<file path="src/rtl/mem_port_arbiter.sv">
// Arbitrates the single-port unified memory between the flash programming port,
// instruction fetch and load/store, and routes synchronous read data back to its requester.
module mem_port_arbiter #(
  parameter int WIDTH        = 32,
  parameter int STARVE_LIMIT = 4
) (
  input  logic             clk,
  input  logic             rst,
  input  logic             flash_en,
  input  logic [WIDTH-1:0] flash_addr,
  input  logic [WIDTH-1:0] flash_data,
  output logic             flash_pending,
  input  logic             if_req,
  input  logic [WIDTH-1:0] if_addr,
  output logic             if_gnt,
  output logic             if_rvalid,
  output logic [WIDTH-1:0] if_rdata,
  input  logic             d_req,
  input  logic             d_we,
  input  logic [WIDTH-1:0] d_addr,
  input  logic [WIDTH-1:0] d_wdata,
  output logic             d_gnt,
  output logic             d_rvalid,
  output logic [WIDTH-1:0] d_rdata,
  output logic             mem_en,
  output logic             mem_we,
  output logic [WIDTH-1:0] mem_addr,
  output logic [WIDTH-1:0] mem_wdata,
  input  logic [WIDTH-1:0] mem_rdata
);

  localparam int CNT_W = $clog2(STARVE_LIMIT + 1);

  typedef enum logic [1:0] {
    OWN_NONE = 2'd0,
    OWN_IF   = 2'd1,
    OWN_D    = 2'd2
  } owner_e;

  logic             fb_valid_r;
  logic [WIDTH-1:0] fb_addr_r;
  logic [WIDTH-1:0] fb_data_r;
  logic [CNT_W-1:0] starve_cnt_r;
  logic [CNT_W-1:0] starve_cnt_nxt_s;
  logic             starved_s;
  logic             grant_flash_s;
  logic             grant_if_s;
  logic             grant_d_s;
  owner_e           rd_owner_r;
  owner_e           rd_owner_nxt_s;

  // Flash holding register: a strobe in the draining cycle refills it, so no overflow path exists.
  always_ff @(posedge clk or posedge rst) begin
    if (rst) begin
      fb_valid_r <= 1'b0;
      fb_addr_r  <= {WIDTH{1'b0}};
      fb_data_r  <= {WIDTH{1'b0}};
    end else if (flash_en) begin
      fb_valid_r <= 1'b1;
      fb_addr_r  <= flash_addr;
      fb_data_r  <= flash_data;
    end else if (fb_valid_r) begin
      fb_valid_r <= 1'b0;
    end
  end

  assign flash_pending = fb_valid_r;
  assign starved_s     = (starve_cnt_r == CNT_W'(STARVE_LIMIT));

  // Fixed-priority grant: flash, starved fetch, data, fetch.
  always_comb begin
    grant_flash_s = 1'b0;
    grant_if_s    = 1'b0;
    grant_d_s     = 1'b0;
    if (fb_valid_r) begin
      grant_flash_s = 1'b1;
    end else if (if_req && starved_s) begin
      grant_if_s = 1'b1;
    end else if (d_req) begin
      grant_d_s = 1'b1;
    end else if (if_req) begin
      grant_if_s = 1'b1;
    end else begin
      grant_flash_s = 1'b0;
      grant_if_s    = 1'b0;
      grant_d_s     = 1'b0;
    end
  end

  assign if_gnt = grant_if_s;
  assign d_gnt  = grant_d_s;

  // Memory port steered from the winner; an idle port is driven to all zeros.
  always_comb begin
    mem_en    = 1'b0;
    mem_we    = 1'b0;
    mem_addr  = {WIDTH{1'b0}};
    mem_wdata = {WIDTH{1'b0}};
    if (grant_flash_s) begin
      mem_en    = 1'b1;
      mem_we    = 1'b1;
      mem_addr  = fb_addr_r;
      mem_wdata = fb_data_r;
    end else if (grant_if_s) begin
      mem_en    = 1'b1;
      mem_we    = 1'b0;
      mem_addr  = if_addr;
      mem_wdata = {WIDTH{1'b0}};
    end else if (grant_d_s) begin
      mem_en    = 1'b1;
      mem_we    = d_we;
      mem_addr  = d_addr;
      mem_wdata = d_wdata;
    end else begin
      mem_en    = 1'b0;
      mem_we    = 1'b0;
      mem_addr  = {WIDTH{1'b0}};
      mem_wdata = {WIDTH{1'b0}};
    end
  end

  // Starvation count: flash grants deny fetch too, so they keep the count rather than clear it.
  always_comb begin
    starve_cnt_nxt_s = {CNT_W{1'b0}};
    if (if_req && !grant_if_s) begin
      if (starved_s) begin
        starve_cnt_nxt_s = starve_cnt_r;
      end else begin
        starve_cnt_nxt_s = starve_cnt_r + CNT_W'(1);
      end
    end else begin
      starve_cnt_nxt_s = {CNT_W{1'b0}};
    end
  end

  // Starvation counter register.
  always_ff @(posedge clk or posedge rst) begin
    if (rst) begin
      starve_cnt_r <= {CNT_W{1'b0}};
    end else begin
      starve_cnt_r <= starve_cnt_nxt_s;
    end
  end

  // Read-return owner state register.
  always_ff @(posedge clk or posedge rst) begin
    if (rst) begin
      rd_owner_r <= OWN_NONE;
    end else begin
      rd_owner_r <= rd_owner_nxt_s;
    end
  end

  // Next owner: only reads produce a return; stores and flash writes leave it NONE.
  always_comb begin
    rd_owner_nxt_s = OWN_NONE;
    if (grant_if_s) begin
      rd_owner_nxt_s = OWN_IF;
    end else if (grant_d_s && !d_we) begin
      rd_owner_nxt_s = OWN_D;
    end else begin
      rd_owner_nxt_s = OWN_NONE;
    end
  end

  // Return qualifiers decoded from the owner state.
  always_comb begin
    if_rvalid = 1'b0;
    d_rvalid  = 1'b0;
    case (rd_owner_r)
      OWN_IF: begin
        if_rvalid = 1'b1;
        d_rvalid  = 1'b0;
      end
      OWN_D: begin
        if_rvalid = 1'b0;
        d_rvalid  = 1'b1;
      end
      default: begin
        if_rvalid = 1'b0;
        d_rvalid  = 1'b0;
      end
    endcase
  end

  assign if_rdata = mem_rdata;
  assign d_rdata  = mem_rdata;

endmodule

</file>
<file path="config.mk">
export PLATFORM = sky130hd
export DESIGN_NAME = mem_port_arbiter
export DESIGN_NICKNAME = d
export VERILOG_FILES = /design/src/rtl/mem_port_arbiter.sv
export SDC_FILE = /design/constraint.sdc
export NUM_CORES = 1
export LEC_CHECK = 0
export ABC_AREA = 1
export BUFFER_PORTS_ARGS = -buffer_cell sky130_fd_sc_hd__clkbuf_2
export CORE_AREA = 10 10 121 123
export CTS_CLUSTER_SIZE = 28
export DETAILED_ROUTE_END_ITERATION = 6
export DIE_AREA = 0 0 131 133
export GPL_ROUTABILITY_DRIVEN = 0
export GPL_TIMING_DRIVEN = 1
export PLACE_DENSITY = 0.72
export SLEW_MARGIN = 20
export SYNTH_ARGS = -nofsm -noshare
export SYNTH_HDL_FRONTEND = slang
export SYNTH_SLANG_ARGS = --single-unit
export TNS_END_PERCENT = 50
</file>
<file path="constraint.sdc">
create_clock -name clk -period 2.9 [get_ports clk]
set_input_delay 0.145 -clock clk [delete_from_list [all_inputs] [get_ports clk]]
set_output_delay 0.145 -clock clk [all_outputs]
set_load 0.05 [all_outputs]
</file>
==> flow_summary.yaml <==
status:
  status: "finished, violations left"
  failed_checks: "hold timing"
placed_design:
  placed_cell_area_sq_um: 5100
  dpl.cell_count: 839
  place_hpwl_mm: 11.9
  pre_cts_ws_ns: 0.808
  port_buffers: 236
synth:
  syn_avg_cell_area_sq_um: 8.19
  synth_compound_area_share_pct: 8.40
  yosys.area_share.simple_pct: 21.6
  ys_warn_count: 0
  ys_dominant_reg_cell: "dfrtp_1"
  syn_area_sq_um: 4290
  synth_top_family_by_area: "simple AND/OR/NAND/NOR gates"
  ys_seq_area_share_pct: 40.8
  synth_mux_area_share_pct: 8.40
  synth_largest_area_cell: "dfrtp_1"
  async_flop_share_pct: 100
  synth-edff-count: 0
  synth_top_area_share_pct: 40.8
  ys_seq_elements: 70
  synthXorXnorAreaFrac_pct: 0.204
  syn_nets: 724
  synthDistinctLibCells: 22
  synthCells: 524
  synth_adder_area_share_pct: 0.583
  ys_top_cells_by_area: "dfrtp_1 41%, nand2_1 12%, buf_4 12%"
power:
  switching_power_mw: 1.04
  clkPwrFrac_pct: 35.4
  seq_power_share_pct: 36.1
  comb_power_share_pct: 28.5
  p_leak_nw: 2.88
  p_sw_share_pct: 34.1
  peakVddDrop_v: 0.000342
  p_per_area_nw_per_um2: 567
  p_total_mw: 3.06
  p_int_mw: 2.02
grt:
  grt_pass1_vias: 4247
  overflow: 0
  grt.total_usage_pct: 16.5
  grt_pass1_wl_mm: 22.4
  antenna_found_initial: 0
  grt_max_degree: 90
critical_path:
  crit_family: "buffers and inverters"
  worstPathMaxFanout: 39
  worstSetupPathType: "flop to output port"
  crit_path_end_kind: "output port"
  crit_required_ns: 2.76
  cpMaxStageDelayCell: "inv_2"
  path_cells: "inv_1 > ha_1 > nand3_2 > nand2_2 > inv_2 > buf_12 > nand2_1 > o21ai_0 > clkbuf_2"
  crit_buf_inv: 4
  slowest_delay_ns: 0.40
  critPathLaunchType: "flop"
  arrival_ns: 2.30
sta:
  fin_crit_sh_pct: 84.3
  fin_skew_ns: 0.000496
  fin_crit_ns: 2.45
  final.setup.tns_ns: 0
  layout_setup_ws_ns: 0.454
  tightest_slew_ns: 0.876
  setup_viol: 0
  rsz0062_at_grt: "no"
  slew_headroom_pct: 41.6
  hold_viol_final: 62
  fmax_ghz: 0.409
  slew_violations: 0
  hold_ws_ns: -0.0386
clock_network:
  clock_latency_ns: 0.33
  cts.clk_slew.worst_paths_ns: 0.06
  cts_buffer_depth: 2
  ctsHoldBuffers: 0
  cts-root-buf: "clkbuf_16"
  cts_tree: "done"
  h-tree-depth: 3
  ctsResizeCount: 0
  cts-buffers-inserted: 9
  postCtsSetupRepairBufs: 0
  clock-sinks: 70
floorplan:
  num_rows: 41
  fp.dieW_microns: 131
  start_util_pct: 34.7
  dieHeight_microns: 133
  coreArea_sq_um: 12400
  ios: 333
  dieArea_sq_um: 17400
cells_and_area:
  finalCoreUtilization_pct: 43.7
  area_growth_pct: 25.9
  post_route_cells_drive_above_1_share_pct: 44.3
  fin_cells: 854
  antenna_cells: 0
  final_cell_mix: "233 x clkbuf_2, 135 x nand2_1, 70 x dfrtp_1"
  layout_commonest_cell: "clkbuf_2"
  final_cell_area_sq_um: 5400
  fin_nets: 878
routing:
  avgViaCountPerCell: 4.68
  wl_per_cell_microns: 17.3
  ant_nets: 0
  first_pass_iters: 4
  wirelength_mm: 14.8
  drc_errors: 0
  num_vias: 3994
  drt_iter0_drc: 170
job:
  drv_cap: 0
hold_path:
  hold_path.class: "input pin to async pin"
-- synthesized netlist by cell type, types with 2 or more instances --
master and number:
nand3_1 35, ha_1 2, buf_2 17, buf_4 67, mux2_2 32, nand2_1 135
o21ai_2 6, inv_2 2, nand4_1 32, clkbuf_1 9, dfrtp_1 70, inv_1 41
buf_6 6, o21ai_0 59, nor2_1 4
-- registers in the layout, summed over array words and instances (netlist names) --
signal and flops:
fb_addr_r 32, fb_data_r 32, starve_cnt_r 3, rd_owner_r 2
flash_pending 1
-- path summary, 6_finish.rpt --
path | start | end | slack, ns | cells after the start
setup reg to reg | starve_cnt_r[0] | starve_cnt_r[2] | 1.30 | 8
setup / recovery | starve_cnt_r[0] | mem_wdata[22] | 0.45 | 9
hold reg to reg | fb_addr_r[28] | fb_addr_r[28] | 0.51 | 1
hold / removal | rst | fb_data_r[15] | -0.04 | 2
max in group asynchronous | rst | fb_addr_r[23] | 2.29 | 3
min in group clk | flash_data[1] | fb_data_r[1] | 0.02 | 3
-- layout make-up --
type                    instances  area, sq um
clock buffers                  10          239
clock inverters                 5         60.1
fillers                      1285         6960
inverters                      43          164
multi-input cells             311         1680
flip-flops and latches         70         1750
well taps                     172          215
repair buffers                243         1290
-- per-layer routing --
metal / wire (microns) / vias to the layer above / share of wire (%) / global-route usage, %
met5: 0 / - / 0 / 0
met4: 482 / 0 / 3.3 / 8.03
met3: 1450 / 49 / 9.8 / 6.35
met2: 7900 / 185 / 53 / 30.1
met1: 4950 / 1808 / 33 / 15.5
li1: - / 1952 / - / -
-- logic make-up after synthesis --
logic type | Yosys count
and+or+nand+nor | 209
buffers and inverters | 143
DFF | 70
AOI/OAI and AO/OA | 67
muxes | 32
adders and majority gates | 2
xor gates and xnor gates | 1
-- power by group through the flow --
stage / Clock (mW) / Combinational [mW] / Sequential (mW)
2_1_floorplan: 0 / 0.849 / 1.11
3_3_place_gp: 0 / 0.870 / 1.12
3_5_place_dp: 0 / 0.879 / 1.12
4_1_cts: 1.13 / 0.882 / 1.11
5_1_grt: 1.17 / 0.940 / 1.12
6_report: 1.08 / 0.871 / 1.10
Power figures use the tool's default switching activity.
